### src/rtl/citadel_uart.sv
// citadel_uart: 8N1 MMIO UART with RX holding register, or an RX FIFO when UART_RX_FIFO_EN is defined
module citadel_uart #(
    parameter int CLKS_PER_BIT  = 434,
    parameter int RX_FIFO_DEPTH = 16
) (
    input  logic        clk,
    input  logic        rst_n,
    input  logic        rx,
    output logic        tx,
    input  logic        we,
    input  logic        re,
    output logic [31:0] si,
    input  logic [31:0] so,
    output logic        wa
);
    localparam int CW = $clog2(CLKS_PER_BIT);
    localparam logic [CW-1:0] LAST = CW'(CLKS_PER_BIT - 1);
    localparam logic [CW-1:0] HALF = CW'(CLKS_PER_BIT / 2 - 1);

    typedef enum logic [2:0] {IDLE, START, DATA, STOP, WAIT} state_t;

    state_t      tx_st, rx_st;
    logic [CW-1:0] tx_cnt, rx_cnt;
    logic [2:0]  tx_bit, rx_bit;
    logic [7:0]  tx_sh, rx_sh;
    logic        tx_last, rx_done, push, rs;
    logic [1:0]  rx_sync;
    logic        unused_so;

    assign unused_so = ^so[31:8];
    assign tx_last   = tx_cnt == LAST;
    assign rx_done   = rx_st == START ? rx_cnt == HALF : rx_cnt == LAST;
    assign rs        = rx_sync[1];

    // TX: bit timer and frame FSM; tx and wa are registered
    always_ff @(posedge clk) begin
        if (!rst_n) begin
            tx_st  <= IDLE;
            tx     <= 1'b1;
            wa     <= 1'b0;
            tx_cnt <= '0;
            tx_bit <= '0;
            tx_sh  <= '0;
        end else begin
            tx_cnt <= (tx_st == IDLE || tx_last) ? '0 : tx_cnt + 1'b1;
            case (tx_st)
                IDLE: if (we) begin
                    tx_sh <= so[7:0];
                    tx    <= 1'b0;
                    wa    <= 1'b1;
                    tx_st <= START;
                end
                START: if (tx_last) begin
                    tx     <= tx_sh[0];
                    tx_sh  <= tx_sh >> 1;
                    tx_bit <= '0;
                    tx_st  <= DATA;
                end
                DATA: if (tx_last) begin
                    tx     <= tx_bit == 3'd7 ? 1'b1 : tx_sh[0];
                    tx_sh  <= tx_sh >> 1;
                    tx_bit <= tx_bit + 1'b1;
                    tx_st  <= tx_bit == 3'd7 ? STOP : DATA;
                end
                STOP: if (tx_last) begin
                    wa    <= 1'b0;
                    tx_st <= IDLE;
                end
                default: tx_st <= IDLE;
            endcase
        end
    end

    // Two-flop synchronizer for the asynchronous rx line
    always_ff @(posedge clk) begin
        rx_sync <= rst_n ? {rx_sync[0], rx} : 2'b11;
    end

    // RX: start-bit qualification at half a bit, then centre sampling; push is a one-cycle pulse
    always_ff @(posedge clk) begin
        if (!rst_n) begin
            rx_st  <= IDLE;
            rx_cnt <= '0;
            rx_bit <= '0;
            rx_sh  <= '0;
            push   <= 1'b0;
        end else begin
            push   <= 1'b0;
            rx_cnt <= (rx_st == IDLE || rx_st == WAIT || rx_done) ? '0 : rx_cnt + 1'b1;
            case (rx_st)
                IDLE:  if (!rs) rx_st <= START;
                START: if (rx_done) begin
                    rx_bit <= '0;
                    rx_st  <= rs ? IDLE : DATA;
                end
                DATA: if (rx_done) begin
                    rx_sh  <= {rs, rx_sh[7:1]};
                    rx_bit <= rx_bit + 1'b1;
                    rx_st  <= rx_bit == 3'd7 ? STOP : DATA;
                end
                STOP: if (rx_done) begin
                    push  <= rs;
                    rx_st <= rs ? IDLE : WAIT;
                end
                WAIT:  if (rs) rx_st <= IDLE;
                default: rx_st <= IDLE;
            endcase
        end
    end

`ifdef UART_RX_FIFO_EN
    localparam int AW = $clog2(RX_FIFO_DEPTH);
    localparam int NW = $clog2(RX_FIFO_DEPTH + 1);
    localparam logic [NW-1:0] FULL = NW'(RX_FIFO_DEPTH);

    logic [7:0]    mem [RX_FIFO_DEPTH];
    logic [AW-1:0] wp, rp;
    logic [NW-1:0] cnt;
    logic          pop, wr;

    assign pop = re && cnt != '0;
    assign wr  = push && (cnt != FULL || pop);
    assign si  = cnt == '0 ? 32'hFFFF_FFFF : {24'h0, mem[rp]};

    // FIFO pointers and occupancy; a push on full only lands when a pop frees a slot
    always_ff @(posedge clk) begin
        if (!rst_n) begin
            wp  <= '0;
            rp  <= '0;
            cnt <= '0;
        end else begin
            if (wr) wp <= wp + 1'b1;
            if (pop) rp <= rp + 1'b1;
            cnt <= cnt + NW'(wr) - NW'(pop);
        end
    end

    // FIFO storage array
    always_ff @(posedge clk) begin
        if (wr) mem[wp] <= rx_sh;
    end
`else
    localparam int unused_depth = RX_FIFO_DEPTH;

    logic [7:0] hold;
    logic       hv, pop, wr;

    assign pop = re && hv;
    assign wr  = push && (!hv || pop);
    assign si  = hv ? {24'h0, hold} : 32'hFFFF_FFFF;

    // Single holding register; a second byte before re is dropped
    always_ff @(posedge clk) begin
        if (!rst_n) begin
            hv   <= 1'b0;
            hold <= '0;
        end else begin
            hv <= wr || (hv && !pop);
            if (wr) hold <= rx_sh;
        end
    end
`endif
endmodule

### config.mk
export PLATFORM = sky130hd
export DESIGN_NAME = citadel_uart
export DESIGN_NICKNAME = d
export VERILOG_FILES = /design/src/rtl/citadel_uart.sv
export SDC_FILE = /design/constraint.sdc
export NUM_CORES = 1
export LEC_CHECK = 0
export BUFFER_PORTS_ARGS = -buffer_cell sky130_fd_sc_hd__buf_2
export CORE_UTILIZATION = 57
export DETAILED_ROUTE_END_ITERATION = 12
export PLACE_DENSITY = 0.87
export SYNTH_ARGS = -nofsm -noshare
export SYNTH_HDL_FRONTEND = slang
export SYNTH_SLANG_ARGS = --single-unit
### constraint.sdc
create_clock -name clk -period 3.14 [get_ports clk]
set_input_delay 0.471 -clock clk [delete_from_list [all_inputs] [get_ports clk]]
set_output_delay 0.471 -clock clk [all_outputs]
set_load 0.005 [all_outputs]
Word level (Yosys, flattened, before mapping) --
Index checks and enable logic that the tools add are counted.
Word-level totals: input bits 37, register bits 60, output and inout port bits 34, word-level logic and storage cells 103
Operators by class: mux-type cells 33, add/sub/neg operators 4, reduce and logical (&&, ||, !) cells 29, bitwise logic cells 1, equal/unequal tests 22
Operators with widths (count):
- $mux 3 | 13
- $mux 32 | 1
- $add 9x1->9 const B | 2
- $eq 9x9->1 const B | 2
- $ne 2x2->1 const B | 9
- $mux 8 | 2
- $pmux 8 s2 | 1
- $pmux 3 s5 | 1
- $reduce_and 3->1 | 5
- $eq 3x2->1 const B | 4
- $pmux 3 s2 | 2
- $pmux 3 s4 | 1
- $eq 3x3->1 const B | 3
- $eq 9x8->1 const B | 1
- $mux 1 | 9
- $reduce_and 4->1 | 2
- $reduce_bool 2->1 | 4
- $add 3x1->3 const B | 2
- $eq 3x1->1 const B | 2
- $logic_not 3->1 | 2
- $reduce_or 2->1 | 3
- $logic_or 1x1->1 | 5
- $reduce_and 5->1 | 1
- $logic_and 1x1->1 | 3
- other kinds (8) | 9

Longest topological paths before layout --
Gate-level depths: netlist of run 1.
word-level depth 4, mapped depth 7, mapped depth without buffers 6

Worst setup path after synthesis of run 1 --
No wires, ideal clock.
kind reg-to-reg, from register tx_st[0], to register tx_sh[5], clock period less this slack 1.836 ns, setup time 0.132 ns, path slack 1.304 ns, required time 3.008 ns, stages on the path, launching flop included 8, buffers on the path 1, arrival 1.704 ns, cell sequence dfxtp_1 inv_1 ha_1 mux2i_1 clkbuf_1 nor3b_1 a21oi_1 a21oi_1
Between the ends: longest elaborated chain between the ends 4, elaborated cells between the ends (all ways) 9, those cells by class eq/ne: 4; mux: 1; reduce/logical: 4
RTL lines:
- from (decl) | RTL line 22 | state_t tx_st, rx_st;
- from (signal assigned) | RTL line 63 | tx_st <= tx_bit == 3'd7 ? STOP : DATA;
- $eq 3x2->1 or $eq 3x1->1 (tied branches) | RTL line 46 | case (tx_st)
- $reduce_or 2->1 (no source line)
- $ne 2x1->1 (no source line) or $reduce_bool 2->1 (tied branches)
- $reduce_and 3->1 (no source line)
- to (signal assigned) | RTL line 48 | tx_sh <= so[7:0];
- to (signal assigned) | RTL line 55 | tx_sh <= tx_sh >> 1;
- to (signal assigned) | RTL line 61 | tx_sh <= tx_sh >> 1;
- to (decl) | RTL line 25 | logic [7:0] tx_sh, rx_sh;
Parallel ways exist; a longest one is shown, timed or not. A chain may end at the register's enable or synchronous reset.

Worst setup path after layout of run 1 --
from register tx_st[0], to register tx_sh[2]
The elaborated chain is that of the path after synthesis.

==> results of run 1 <==
[placed cells by master, fill, tap and decap left out, types with 2 or more instances in the layout]
master	instances
ha_1	11
o22ai_1	2
nand2b_1	11
o21ai_0	12
nor4b_1	2
nand2_1	24
inv_1	8
clkbuf_1	2
nor2_1	40
buf_2	46
buf_4	3
and3b_1	2
xnor2_1	9
dfxtp_1	59
nand3_1	12
nor2b_1	3
o21a_1	2
mux2i_1	23
nor4_1	2
nand4_1	4
nand3b_1	3
a21oi_1	20
nor3b_1	8
or2_2	2
nor3_1	4
xor2_1	5
clkbuf_8	11
[worst reg2reg max path: stages, from the launching register on]
cell	delay, ns
dfxtp_1	0.39
inv_1	0.08
ha_1	0.55
mux2i_1	0.14
buf_4	0.21
nor4b_4	0.43
a21oi_1	0.14
a21oi_1	0.15
[logic make-up (layout without fill, tap and decap cells)]
group | after synthesis | after routing | share of synthesized area [%]
compound gates | 46 | 46 | 9.48
xor+xnor | 14 | 14 | 4.22
fa+ha+maj | 11 | 11 | 4.74
buf+inv | 43 | 72 | 8.79
flops | 59 | 59 | 40.7
mux | 23 | 23 | 7.92
simple gates | 129 | 129 | 24.2
[where the power goes]
group / internal, mW / switching [mW] / total, mW
Clock: 0.405 / 0.268 / 0.673
Combinational: 0.188 / 0.257 / 0.445
Sequential: 0.814 / 0.0437 / 0.858
[flip-flops by register name, summed over array words and instances, names as in the netlist]
name	cells
rx_bit	3
hv	1
rx_st	3
tx_sh	8
rx_sh	8
tx_st	2
rx_cnt	9
tx_cnt	9
tx	1
wa	1
tx_bit	3
rx_sync	2
hold	8
push	1
[worst paths after layout]
| path | slack (ns) | endpoint | cells after the start | startpoint |
|---|---|---|---|---|
| max | 0.98 | tx_sh[2] | 7 | tx_st[0] |
| min | 0.34 | rx_sync[0] | 2 | rx |
| max reg2reg | 0.98 | tx_sh[2] | 7 | tx_st[0] |
| min reg2reg | 0.43 | rx_sync[1] | 1 | rx_sync[0] |
[stage by stage]
step / instance area, µm² / power [mW] / hold slack [ns] / utilization [%] / setup slack [ns]
floorplan: 2910 / 1.22 / 0.386 / - / 1.30
global placement: 3020 / 1.31 / 0.398 / 62.8 / 1.04
detailed placement: 3020 / 1.32 / 0.424 / 62.8 / 1.01
CTS: 3220 / 1.99 / 0.337 / 66.8 / 0.979
global route: 3220 / 2.09 / 0.337 / 66.8 / 0.767
finish: 3220 / 1.98 / 0.345 / 66.8 / 0.982
[cell type report]
cell class	instances	area, µm²
Sequential cell	59	1180
Timing Repair Buffer	49	253
Fill cell	395	1600
Inverter	8	30.0
Tap cell	67	83.8
Multi-Input combinational cell	223	1480
Clock inverter	2	35.0
Clock buffer	13	159
[per-layer routing]
| metal | GRT usage (%) | wire [µm] | up-vias |
|---|---|---|---|
| met5 | 0 | 0 | - |
| met4 | 9.40 | 52 | 0 |
| met3 | 4.94 | 161 | 4 |
| met2 | 33.8 | 2540 | 50 |
| met1 | 24.9 | 2360 | 1022 |
| li1 | - | - | 1152 |
==> qor.yml, run 1 <==
critical_path:
  critPathSlowestCell: "ha_1"
  path_cells: "inv_1 > ha_1 > mux2i_1 > buf_4 > nor4b_4 > a21oi_1 > a21oi_1"
  worst_ep_required_time_ns: 3.38
  start_kind: "flop"
  critPathKind: "flop to flop"
  cpPeakStageDelay_ns: 0.55
  crit_path_frequent_cell: "a21oi_1"
  critPathTopFamily: "adder cells"
  endpoint_kind: "flop"
  worstPathArrival_ns: 2.40
  path_max_fanout: 16
  path_buf_inv: 2
drt:
  drc: 0
  dr_total_vias: 2228
  wl_per_cell_um: 12.1
  drt_wl_total_um: 5120
  dr.pass1.iters: 5
  drt_iter0_drc: 120
  postRouteAntennaNets: 0
  vias_per_cell: 5.29
synth:
  synthesis.nets: 373
  yosysMostFrequentCell: "dfxtp_1"
  yosysTopAreaCell: "dfxtp_1"
  syn_area_um2: 2910
  syn_inst: 325
  synth_seq_cells: 59
  synth_edf_count: 0
  dominantRegCellSynth: "dfxtp_1"
  yosysWarningCount: 0
  synth_commonest_cells: "dfxtp_1 (59), nor2_1 (40), buf_4 (24), nand2_1 (24), mux2i_1 (23)"
  synth_area_leaders: "dfxtp_1 (41%), mux2i_1 (7.9%), buf_4 (6.2%), nor2_1 (5.2%), ha_1 (4.7%)"
  yosysTopAreaCellShare_pct: 40.7
  ys_types: 49
  ys_seq_area_share_pct: 40.7
  avgSynthCellArea_um2: 8.94
  async_flop_share_pct: 0
die:
  rows: 25
  coreArea_um2: 4820
  design.die.area_um2: 5390
  start_util_pct: 60.3
  die_h_um: 73.4
  die_x_um: 73.4
  ios: 71
timing:
  slew_headroom_pct: 42.2
  tightest_slew_ns: 0.866
  setup_viol: 0
  post-route-min-period_ns: 2.16
  setup_tns_ns: 0
  clock_skew_ns: 0.00552
  slew_violations: 0
  rsz0062_at_grt: "false"
  final-hold-violation-count: 0
  period_share_pct: 68.7
  fmax_ghz: 0.463
global_routing:
  grt_pass1_vias: 1969
  gr-total-overflow: 0
  grt_pass1_wl_um: 8420
  antenna_found_initial: 0
  grt_max_degree: 31
  grtUsageTotal_pct: 20.4
place:
  post-dp-hpwl_um: 3540
  dpl.cell_count: 406
  portBuffers: 46
  place.gp.congestion: 0.918
run_status:
  status: "finished, final reports clean"
cts:
  ctsRootBufferMaster: "clkbuf_8"
  cts-buffers-inserted: 9
  cts_tree: "built"
  clk_latency_ns: 0.32
  htree_levels: 3
  cts_sinks: 59
  post_cts_buffers: 0
  path_clk_slew_ns: 0.06
  cts-hold-fix-buffers: 0
  cts-resized-gates: 0
  clock_path_buffers: 2
finish:
  drive_above_1_share_pct: 20.6
  syn_to_final_growth_pct: 10.7
  instances_no_fill: 421
  antenna_cells: 0
  nets: 398
pwr:
  p_leak_nw: 1.21
  power_density_nw_per_um2: 614
  peakVddDrop_mv: 0.271
min_path:
  hold_path_class: "input port to flop"
run:
  cap_violations: 0
Power figures use the tool's default switching activity.
==> run 2, diff against run 1 <==
--- a/config.mk
+++ b/config.mk
@@ -6,9 +6,9 @@
 export NUM_CORES = 1
 export LEC_CHECK = 0
 export BUFFER_PORTS_ARGS = -buffer_cell sky130_fd_sc_hd__buf_2
-export CORE_UTILIZATION = 57
+export CORE_UTILIZATION = 53
 export DETAILED_ROUTE_END_ITERATION = 12
-export PLACE_DENSITY = 0.87
+export PLACE_DENSITY = 0.82
 export SYNTH_ARGS = -nofsm -noshare
 export SYNTH_HDL_FRONTEND = slang
 export SYNTH_SLANG_ARGS = --single-unit
==> constraint.sdc (replaced) <==
create_clock -name clk -period 2.3 [get_ports clk]
set_input_delay 0.345 -clock clk [delete_from_list [all_inputs] [get_ports clk]]
set_output_delay 0.345 -clock clk [all_outputs]
set_load 0.005 [all_outputs]
==> run 2 against run 1 <==
Effect of this change:
- combinational power increased by 41%
- clock skew increased by 0.0046 ns
- sequential share of layout area decreased by 0.13 points
- first-iteration DRC count decreased by 23%
- critical path type unchanged
- critical path depth decreased by 2
- via count decreased by 1.2%
- count of clock-buffer cells in the layout unchanged
- critical endpoint is now rx_sh[4]
- largest power group unchanged
- power increased by 38%
- wire length increased by 1.3%
- register-to-register slack got worse by 0.67 ns
- hold slack got worse by 0.15 ns
- worst setup slack got worse by 0.67 ns
==> qor.yml, run 2 (synthesized netlist as in run 1, its figures left out) <==
run_status:
  status: "finished, final reports clean"
global_routing:
  grt_pass1_vias: 1952  # -0.86%
  grt_max_degree: 27  # -13%
  grt_busiest_layer: "met2"
  gr-total-overflow: 0  # unchanged
  grt_pass1_wl_um: 8890  # +5.6%
  met3_usage_pct: 5.39  # +0.45 points
  antenna_found_initial: 0  # unchanged
  gr-usage-met2_pct: 30.4  # -3.5 points
  grtUsageTotal_pct: 19.5  # -0.86 points
  use_met1_pct: 24.2  # -0.72 points
finish:
  multi_input_area_um2: 1480  # unchanged
  final_cell_mix: "dfxtp_1 (59), buf_2 (46), nor2_1 (40), nand2_1 (24), mux2i_1 (23)"
  final_core_util_pct: 62.0  # -4.8 points
  drive_above_1_share_pct: 20.8  # +0.22 points
  layout_commonest_cell: "dfxtp_1"
  antenna_cells: 0  # unchanged
  syn_to_final_growth_pct: 11.1
  nets: 399  # +0.25%
  top_regs: "rx_cnt: 9 flops, tx_cnt: 9 flops"
  nFillCells: 462  # +17%
  seqCellArea_um2: 1180  # unchanged
cts:
  cts-buffers-inserted: 9  # unchanged
  cts-hold-fix-buffers: 0  # unchanged
  cts_tree: "built"
  cts_sinks: 59  # unchanged
  clock_path_buffers: 2  # unchanged
  htree_levels: 3  # unchanged
  clk_latency_ns: 0.34  # +0.02 ns
  cts-resized-gates: 0  # unchanged
  post_cts_buffers: 0  # unchanged
  ctsRootBufferMaster: "clkbuf_8"
  path_clk_slew_ns: 0.06  # about the same
timing:
  slew_violations: 0  # unchanged
  setup_tns_ns: 0  # unchanged
  finalWorstSetupSlack_ns: 0.309  # -0.673 ns
  period_share_pct: 86.6  # +18 points
  clock_skew_ns: 0.0102  # +0.00464 ns
  rsz0062_at_grt: "false"
  slew_headroom_pct: 61.2  # +19 points
  post-route-min-period_ns: 1.99  # -0.167 ns
  fmax_ghz: 0.502  # +8.4%
  setup_viol: 0  # unchanged
  tightest_slew_ns: 0.578  # -0.288 ns
  final-hold-violation-count: 0  # unchanged
  hold_ws_ns: 0.190  # -0.155 ns
drt:
  vias_per_cell: 5.18  # -2.1%
  drt_iter0_drc: 93  # -23%
  dr.pass1.iters: 4  # -1
  wl_per_cell_um: 12.2  # +0.36%
  drc: 0  # unchanged
  dr_total_vias: 2201  # -1.2%
  postRouteAntennaNets: 0  # unchanged
  drt_wl_total_um: 5180  # +1.3%
place:
  post-dp-hpwl_um: 3580  # +1.1%
  place.gp.congestion: 0.808  # -12%
  dp_slack_ns: 0.382  # -0.625 ns
  portBuffers: 46  # unchanged
die:
  ios: 71  # unchanged
  coreArea_um2: 5200  # +8.1%
  start_util_pct: 55.8  # -4.5 points
  die_h_um: 76.0  # +3.6%
  design.die.area_um2: 5780  # +7.3%
  die_x_um: 76.0  # +3.6%
  rows: 26  # +4.0%
critical_path:
  cpPeakStageDelay_ns: 0.55  # about the same
  critPathTopFamily: "simple AND/OR/NAND/NOR gates"
  worstPathArrival_ns: 2.21  # -0.19 ns
  path_cells: "or3b_1 > nor4_2 > buf_4 > mux2i_1 > nor2_1"
  critPathSlowestCell: "dfxtp_1"
  rrSetupSlack_ns: 0.31  # -0.67 ns
  critPathKind: "flop to flop"
  endpoint_kind: "flop"
  path_max_fanout: 12  # -4
  worst_ep_required_time_ns: 2.52  # -0.86 ns
  path_buf_inv: 1  # -1
  start_kind: "flop"
pwr:
  peakVddDrop_mv: 0.357  # +32%
  p_total_mw: 2.73  # +38%
  p_leak_nw: 1.22  # +0.48%
  power_density_nw_per_um2: 845  # +38%
run:
  cap_violations: 0  # unchanged
min_path:
  hold_path_class: "input port to flop"
[run 2: through the flow]
step | cells | cell area [µm²]
after floorplan | 325 | 2910
after global placement | 410 | 3030
after detailed placement | 410 | 3030
after CTS | 425 | 3230
after global routing | 425 | 3230
final | 425 | 3230
[run 2: path summary, 6_finish.rpt]
kind         startpoint  depth (start not counted)    endpoint
max            rx_st[1]                          5    rx_sh[4]
max reg2reg    rx_st[1]                          5    rx_sh[4]
min reg2reg  rx_sync[0]                          1  rx_sync[1]
min                  rx                          2  rx_sync[0]
[run 2: report_power, final]
part           leakage [nW]  internal [mW]  switching, mW
logic                 0.643          0.269          0.358
registers             0.478           1.11         0.0569
clock network        0.0995          0.552          0.381
[run 2: metal layers]
metal	vias to the layer above	routed length, µm
li1	1156	-
met1	999	2490
met2	39	2410
met3	7	192
met4	0	88
met5	-	0
[run 2: worst register-to-register path, delay by kind of cell (launching register included)]
family	cells	cell delay [ns]
buffers and inverters	1	0.26
AND/OR/NAND/NOR	3	0.83
multiplexers	1	0.23
flip-flops	1	0.55
[run 2: layout make-up]
cell class	instances	share of cell area, %
Sequential cell	59	36.6
Tap cell	70	2.71
Timing Repair Buffer	50	8.06
Multi-Input combinational cell	223	45.7
Clock inverter	2	1.09
Inverter	8	0.930
Clock buffer	13	4.92
==> run 3, diff against run 2 <==
--- a/config.mk
+++ b/config.mk
@@ -9,6 +9,7 @@
 export CORE_UTILIZATION = 53
 export DETAILED_ROUTE_END_ITERATION = 12
 export PLACE_DENSITY = 0.82
+export REMOVE_ABC_BUFFERS = 1
 export SYNTH_ARGS = -nofsm -noshare
 export SYNTH_HDL_FRONTEND = slang
 export SYNTH_SLANG_ARGS = --single-unit
==> run 3 against run 2 <==
Effect of this change:
- cell count up 0.24%
- register-to-register slack better by 0.08 ns
- largest power group unchanged
- sequential power about the same
- highest routed layer unchanged
- critical path type unchanged
==> qor.yml, run 3 (synthesized netlist as in run 1, its figures left out) <==
critical_path:
  start_kind: "flop"
  worstPathArrival_ns: 2.13  # -0.08 ns
  rrSetupSlack_ns: 0.39  # +0.08 ns
  path_cells: "or3b_1 > nor4_2 > buf_4 > mux2i_1 > nor2_1"
  critPathSlowestCell: "dfxtp_1"
  path_buf_inv: 1  # unchanged
  critPathKind: "flop to flop"
  cpPeakStageDelay_ns: 0.53  # -0.02 ns
  critPathTopFamily: "simple AND/OR/NAND/NOR gates"
  path_max_fanout: 12  # unchanged
  worst_ep_required_time_ns: 2.52  # about the same
  endpoint_kind: "flop"
timing:
  slew_violations: 0  # unchanged
  post-route-min-period_ns: 1.91  # -0.0775 ns
  fmax_ghz: 0.523  # +4.0%
  setup_viol: 0  # unchanged
  tightest_slew_ns: 0.603  # +0.0253 ns
  final-hold-violation-count: 0  # unchanged
  setup_tns_ns: 0  # unchanged
  clock_skew_ns: 0.00767  # -0.00249 ns
  slew_headroom_pct: 59.5  # -1.7 points
  period_share_pct: 83.2  # -3.4 points
  rsz0062_at_grt: "false"
cts:
  post_cts_buffers: 0  # unchanged
  htree_levels: 3  # unchanged
  cts-buffers-inserted: 9  # unchanged
  cts-hold-fix-buffers: 0  # unchanged
  ctsRootBufferMaster: "clkbuf_8"
  clock_path_buffers: 2  # unchanged
  cts-resized-gates: 0  # unchanged
  path_clk_slew_ns: 0.06  # about the same
  cts_sinks: 59  # unchanged
  cts_tree: "built"
  clk_latency_ns: 0.33  # about the same
die:
  design.die.area_um2: 5780  # unchanged
  rows: 26  # unchanged
  ios: 71  # unchanged
  coreArea_um2: 5200  # unchanged
  die_x_um: 76.0  # unchanged
  start_util_pct: 55.8  # unchanged
  die_h_um: 76.0  # unchanged
global_routing:
  grt_pass1_vias: 1956  # +0.20%
  grt_pass1_wl_um: 8570  # -3.7%
  grt_max_degree: 26  # -3.7%
  gr-total-overflow: 0  # unchanged
  antenna_found_initial: 0  # unchanged
  grtUsageTotal_pct: 18.5  # -1.0 points
pwr:
  power_density_nw_per_um2: 846  # about the same
  peakVddDrop_mv: 0.386  # +8.0%
  p_leak_nw: 1.23  # +1.1%
  p_total_mw: 2.75  # +0.74%
finish:
  top_regs: "rx_cnt: 9 flops, tx_cnt: 9 flops"
  antenna_cells: 0  # unchanged
  syn_to_final_growth_pct: 11.8
  seqCellArea_um2: 1180  # unchanged
  instances_no_fill: 426  # +0.24%
  layout_commonest_cell: "dfxtp_1"
  final_cell_mix: "dfxtp_1 (59), buf_2 (46), nor2_1 (40), nand2_1 (24), mux2i_1 (23)"
  multi_input_area_um2: 1480  # unchanged
  nFillCells: 448  # -3.0%
  final_core_util_pct: 62.4  # +0.41 points
  drive_above_1_share_pct: 21.6  # +0.78 points
  nets: 401  # +0.50%
place:
  post-dp-hpwl_um: 3490  # -2.3%
  portBuffers: 46  # unchanged
  place.gp.congestion: 0.831  # +2.9%
  dpl.cell_count: 412  # +0.49%
drt:
  wl_met3_um: 195  # +1.6%
  met2_length_um: 2290  # -4.9%
  dr.pass1.iters: 4  # unchanged
  wl_per_cell_um: 11.8  # -3.3%
  route.top_layer_used: "met4"
  vias_per_cell: 5.25  # +1.4%
  m1WireLength_um: 2440  # -1.8%
  dr_total_vias: 2236  # +1.6%
  postRouteAntennaNets: 0  # unchanged
  drc: 0  # unchanged
  drt_wl_total_um: 5020  # -3.0%
  drt_iter0_drc: 82  # -12%
min_path:
  hold_path_class: "input port to flop"
run:
  cap_violations: 0  # unchanged
run_status:
  status: "finished, final reports clean"
-- run 3: changes by cell type in the layout (fill, tap and decap cells not counted), sizes merged --
cell / delta
clkbuf: -1
buf: +2
-- run 3: area by class of cell --
cell class,instances,area share (%)
Clock inverter,2,1.08
Clock buffer,12,5.08
Multi-Input combinational cell,223,45.4
Inverter,8,0.924
Tap cell,70,2.70
Timing Repair Buffer,52,8.47
Sequential cell,59,36.3
-- run 3: power by group --
part / internal [mW] / switching (mW) / leakage [nW]
Clock: 0.575 / 0.375 / 0.104
Sequential: 1.11 / 0.0615 / 0.478
Combinational: 0.270 / 0.357 / 0.652
-- run 3: worst register-to-register path: stages (launching register included) --
cell	delay, ns
dfxtp_1	0.53
or3b_1	0.40
nor4_2	0.35
buf_4	0.26
mux2i_1	0.20
nor2_1	0.06
-- run 3: final timing paths --
| kind | from | end | cells past startpoint |
|---|---|---|---|
| min | rx | rx_sync[0] | 2 |
| max reg2reg | rx_st[1] | rx_sh[1] | 5 |
| min reg2reg | rx_sync[0] | rx_sync[1] | 1 |
| max | rx_st[1] | rx_sh[1] | 5 |
-- run 3: stage by stage --
stage / setup WS (ns) / cell area, µm² / hold slack [ns]
after floorplan: -0.265 / 2680 / 0.386
after global placement: 0.438 / 3050 / 0.400
after detailed placement: 0.406 / 3050 / 0.405
after CTS: 0.374 / 3250 / 0.208
after global routing: 0.215 / 3250 / 0.219
final: 0.386 / 3250 / 0.220
-- run 3: routing by layer --
metal,GRT usage (%),up-vias
li1,-,1152
met1,22.5,1025
met2,29.7,52
met3,4.31,7
met4,11.0,0
met5,0,-
